## src/rtl/pipe_hazard_ctrl.sv

```systemverilog
// rtl/pipe_hazard_ctrl.sv - prioritised stall/flush generator with divider counter and fetch tracker
module pipe_hazard_ctrl #(
    parameter int DIV_CYCLES = 32
) (
    input  logic       clk,
    input  logic       rst_n,
    input  logic       exc_flush,
    input  logic       d_wait,
    input  logic       div_start,
    input  logic       ex_load,
    input  logic [4:0] ex_wreg,
    input  logic [4:0] id_rs,
    input  logic [4:0] id_rt,
    input  logic       id_use_rs,
    input  logic       id_use_rt,
    input  logic       i_req,
    input  logic       i_addr_ok,
    input  logic       i_data_ok,
    output logic [4:0] stall,
    output logic [4:0] flush,
    output logic       div_ready,
    output logic       i_discard
);

    typedef enum logic [1:0] {DIV_IDLE, DIV_RUN, DIV_DONE} div_state_e;
    typedef enum logic [1:0] {I_IDLE, I_WAIT, I_DISCARD} i_state_e;

    localparam logic [5:0] DIV_LOAD = 6'(DIV_CYCLES - 1);

    div_state_e div_state_q, div_state_d;
    i_state_e   i_state_q, i_state_d;
    logic [5:0] cnt_q, cnt_d;

    logic       load_use;
    logic       div_busy;
    logic       i_stall;
    logic [2:0] depth;

    always_comb begin
        load_use = ex_load && (ex_wreg != 5'd0) &&
                   ((id_use_rs && (id_rs == ex_wreg)) || (id_use_rt && (id_rt == ex_wreg)));
        div_busy = (div_state_q == DIV_RUN) || ((div_state_q == DIV_IDLE) && div_start);
        i_stall  = ((i_state_q == I_IDLE) && i_req && !i_addr_ok) ||
                   ((i_state_q == I_WAIT) && !i_data_ok) ||
                   (i_state_q == I_DISCARD);
        div_ready = (div_state_q == DIV_DONE);
        i_discard = (i_state_q == I_DISCARD);
    end

    // Stall depth d freezes registers 0..d-1 and bubbles register d.
    always_comb begin
        depth = 3'd0;
        if (d_wait)        depth = 3'd4;
        else if (div_busy) depth = 3'd3;
        else if (load_use) depth = 3'd2;
        else if (i_stall)  depth = 3'd1;

        stall = 5'b00000;
        flush = 5'b00000;
        if (exc_flush) begin
            flush = 5'b11110;
        end else begin
            case (depth)
                3'd1:    begin stall = 5'b00001; flush = 5'b00010; end
                3'd2:    begin stall = 5'b00011; flush = 5'b00100; end
                3'd3:    begin stall = 5'b00111; flush = 5'b01000; end
                3'd4:    begin stall = 5'b01111; flush = 5'b10000; end
                default: begin stall = 5'b00000; flush = 5'b00000; end
            endcase
        end
    end

    always_comb begin
        div_state_d = div_state_q;
        cnt_d       = cnt_q;
        case (div_state_q)
            DIV_IDLE: if (div_start) begin
                div_state_d = DIV_RUN;
                cnt_d       = DIV_LOAD;
            end
            DIV_RUN: begin
                if (cnt_q == 6'd1) div_state_d = DIV_DONE;
                else               cnt_d = cnt_q - 6'd1;
            end
            // Result is held until the divide actually leaves EX.
            DIV_DONE: if (!stall[2]) div_state_d = DIV_IDLE;
            default:  div_state_d = DIV_IDLE;
        endcase
        if (exc_flush) begin
            div_state_d = DIV_IDLE;
            cnt_d       = 6'd0;
        end
    end

    always_comb begin
        i_state_d = i_state_q;
        case (i_state_q)
            I_IDLE: if (i_req && i_addr_ok) i_state_d = I_WAIT;
            I_WAIT: begin
                if (i_data_ok)      i_state_d = I_IDLE;
                else if (exc_flush) i_state_d = I_DISCARD;
            end
            I_DISCARD: if (i_data_ok) i_state_d = I_IDLE;
            default:   i_state_d = I_IDLE;
        endcase
    end

    always_ff @(posedge clk or negedge rst_n) begin
        if (!rst_n) begin
            div_state_q <= DIV_IDLE;
            i_state_q   <= I_IDLE;
            cnt_q       <= 6'd0;
        end else begin
            div_state_q <= div_state_d;
            i_state_q   <= i_state_d;
            cnt_q       <= cnt_d;
        end
    end

endmodule

```

## config.mk

```make
export PLATFORM = sky130hd
export DESIGN_NAME = pipe_hazard_ctrl
export DESIGN_NICKNAME = d
export VERILOG_FILES = /design/src/rtl/pipe_hazard_ctrl.sv
export SDC_FILE = /design/constraint.sdc
export NUM_CORES = 1
export LEC_CHECK = 0
export CORE_MARGIN = 2
export CORE_UTILIZATION = 43
export DETAILED_ROUTE_END_ITERATION = 8
export MAX_ROUTING_LAYER = met4
export PLACE_DENSITY = 0.84
export SYNTH_ARGS = -nofsm -noshare
export SYNTH_HDL_FRONTEND = slang
export SYNTH_SLANG_ARGS = --single-unit
export TNS_END_PERCENT = 100
```

## constraint.sdc

```tcl
create_clock -name clk -period 4.5 [get_ports clk]
set_clock_uncertainty 0.1 [all_clocks]
set_input_delay 0.45 -clock clk [delete_from_list [all_inputs] [get_ports clk]]
set_output_delay 0.45 -clock clk [all_outputs]
set_load 0.02 [all_outputs]
```

==> flow_metrics.tcl <==
set metrics [dict create \
    gp_congestion 0.795 \
    wl_per_cell_microns 12.5 \
    via_count 825 \
    setup_viol 0 \
    p_per_area_mw_per_mm2 245 \
    hold_viol 0 \
    arrival_ns 2.58 \
    status "completed" \
    dieHeight_microns 47.2 \
    pre_cts_slack_ns 1.36 \
    route.detailed.drc 0 \
    crit_chain "clkdlybuf4s50_1 -> or4_1 -> o21ai_1 -> and3_1 -> a311o_1 -> clkdlybuf4s50_1" \
    muxShareOfSynthArea 0 \
    coreArea_sq_mm 0.00175 \
    finalWirelength_microns 1960 \
    cts.sink_count 10 \
    synth_fa_ha_area_frac 0.0312 \
    rows 15 \
    ir_drop_v 0.000110 \
    finalMaxSlewViolations 0 \
    clk_pin_slew_ns 0.06 \
    drt-initial-drc-count 14 \
    regToRegSetupSlack_ns 2.88 \
    synth_top_family_by_area "simple AND/OR/NAND/NOR gates" \
    synthDistinctLibCells 38 \
    grt_setup_unrepaired "false" \
    start_util 0.459 \
    clock_latency_ns 0.27 \
    fillers 151 \
    cts-root-buf "clkbuf_4" \
    final_cells 156 \
    cts_tree "yes" \
    startpoint_type "input port" \
    setup_tns_ns 0 \
    synth_xor_area_frac 0.109 \
    grt_pass1_wl_microns 3080 \
    yosys.area_share.simple 0.259 \
    yosys.area.top_type "dfrtp_1" \
    regToRegEndpoint "cnt_q[3]$_DFFE_PN0P_" \
    placed_area_sq_mm 0.00116 \
    grt_max_degree 16 \
    path_max_fanout 3 \
    synth_warnings 0 \
    first_global_vias 740 \
    firstDrtPassIters 4 \
    drive_gt1_frac 0.0763 \
    grt_usage 0.206 \
    antenna_left 0 \
    dp.cells 152 \
    register_area_sq_um 250 \
    hold_ws_ns 0.391 \
    cp_slowest_cell "clkdlybuf4s50_1" \
    postLayoutCoreUtil 0.688 \
    diodes 0 \
    viasPerCell 5.29 \
    ff2ff_path_depth 4 \
    syn_area_sq_um 802 \
    worstHoldPathType "input port to async pin" \
    crit_path_end_kind "primary output" \
    synth.top_cell.area_share 0.312 \
    total_power_mw 0.294 \
    synth_area_per_cell_sq_um 8.44 \
    cts_resized 0 \
    clk_path_buf_depth 2 \
    criticalPathCategory "input port to primary output" \
    setup_slack_ns 1.37 \
    critPathMaxStageDelay_ns 0.61 \
    worst_pin_slew_ns 0.519 \
    cts_buffers 3 \
    ys_top_cells_by_area "dfrtp_1 (31%), xor2_1 (8.7%), a21oi_1 (5.6%)" \
    multi_input_area_sq_um 522 \
    ios 38 \
    ctsHoldBuffers 0 \
    cpMostUsedCell "clkdlybuf4s50_1" \
    relSlewSlack 0.653 \
    cts_setup_buffers 0 \
    nets 160 \
    post-route-period-util 0.695 \
    maxCapViolCount 0 \
    fp.dieArea_sq_mm 0.00223 \
    ctsHtreeMaxLevel 1 \
    max_clock_freq_ghz 0.320 \
    area_delta_synth_final_pct 49.8 \
    cp_data_required_time_ns 3.95 \
    period_needed_ns 3.13 \
    die_w_microns 47.2 \
    hpwl_microns 1630 \
    ys_seq_area_frac 0.312 \
    grt-ovfl-total 0 \
    syn_inst 95 \
    leakage_nw 0.474 \
    fin_area_sq_mm 0.00120 \
    synth_compound_area_frac 0.242 \
    timing.rr.start "div_state_q[1]$_DFFE_PN0P_" \
    ys_ff_latch 10 \
    place.port_buffers 35 \
    antenna_found_initial 0 \
]
cells by family (layout without fill, tap and decap cells):
kind of cell / Yosys count / after routing
compound gates: 28 / 28
xor+xnor: 10 / 10
fa+ha+maj: 2 / 2
buf+inv: 7 / 42
flops: 10 / 10
other cells: 1 / 2
simple gates: 37 / 37
power breakdown:
| part | internal, mW | total [mW] | switching [mW] | leakage, nW |
|---|---|---|---|---|
| clock | 0.0492 | 0.0803 | 0.0311 | 0.0210 |
| sequential | 0.0979 | 0.108 | 0.00988 | 0.130 |
| combinational | 0.0545 | 0.106 | 0.0513 | 0.323 |
final cells by class:
| cell class | instances | area share |
|---|---|---|
| Tap cell | 25 | 0.0260 |
| Sequential cell | 10 | 0.208 |
| Multi-Input combinational cell | 79 | 0.434 |
| Clock buffer | 4 | 0.0302 |
| Inverter | 3 | 0.00938 |
| Timing Repair Buffer | 35 | 0.292 |
flip-flops by register name (all words and copies together) (netlist names):
register	flops
i_state_q	2
cnt_q	6
div_state_q	2
Yosys cell counts:
| master | n |
|---|---|
| a21oi_1 | 9 |
| buf_4 | 2 |
| xnor2_1 | 2 |
| nand4_1 | 1 |
| o22ai_1 | 1 |
| inv_1 | 3 |
| o31ai_1 | 1 |
| dfrtp_1 | 10 |
| o21ai_1 | 1 |
| o221a_2 | 1 |
| nor3_1 | 2 |
| xor2_1 | 8 |
| nor4_2 | 2 |
| and2_0 | 1 |
| a211oi_1 | 1 |
| nor2_1 | 9 |
| nand3b_1 | 1 |
| a32oi_1 | 1 |
| o31ai_2 | 1 |
| o21bai_1 | 1 |
| a311oi_1 | 3 |
| conb_1 | 1 |
| ha_1 | 2 |
| nand2b_1 | 4 |
| o21a_1 | 1 |
| nor4_1 | 1 |
| nand3_1 | 1 |
| a31oi_1 | 1 |
| or4_1 | 1 |
| o21ai_0 | 3 |
| a31o_2 | 1 |
| or2_2 | 1 |
| clkbuf_1 | 2 |
| and3_1 | 1 |
| nor2b_1 | 7 |
| a311o_1 | 1 |
| nand2_1 | 5 |
| o31a_1 | 1 |
worst max path at each step:
stage          startpoint  endpoint  slack, ns  cells after the start
2_1_floorplan  ex_wreg[3]  flush[2]       2.32                      4
3_3_place_gp   ex_wreg[2]  flush[1]       1.43                      6
3_5_place_dp   ex_wreg[1]  flush[1]       1.36                      6
4_1_cts        ex_wreg[1]  flush[1]       1.35                      6
5_1_grt        ex_wreg[1]  flush[1]       1.29                      6
6_report       ex_wreg[1]  flush[1]       1.37                      6
worst max-delay path, delay by kind of cell:
kind,cells,cell delay (ns)
buf+inv,2,1.07
compound gates,2,0.31
simple gates,2,0.75
layer usage:
layer	global-route usage	up-vias	share of wire
li1	-	411	-
met1	0.229	369	0.43
met2	0.337	41	0.48
met3	0.0462	4	0.073
met4	0.117	0	0.021
met5	-	-	0
layout by cell type, fill, tap and decap left out, types with 3 or more instances in the layout:
master / synthesis / routed
a311oi_1: 3 / 3
xor2_1: 8 / 8
a21oi_1: 9 / 9
nor2_1: 9 / 9
nor2b_1: 7 / 7
clkbuf_4: 0 / 3
o21ai_0: 3 / 3
nand2_1: 5 / 5
inv_1: 3 / 3
clkdlybuf4s50_1: 0 / 35
dfrtp_1: 10 / 10
nand2b_1: 4 / 4
Power figures use the tool's default switching activity.
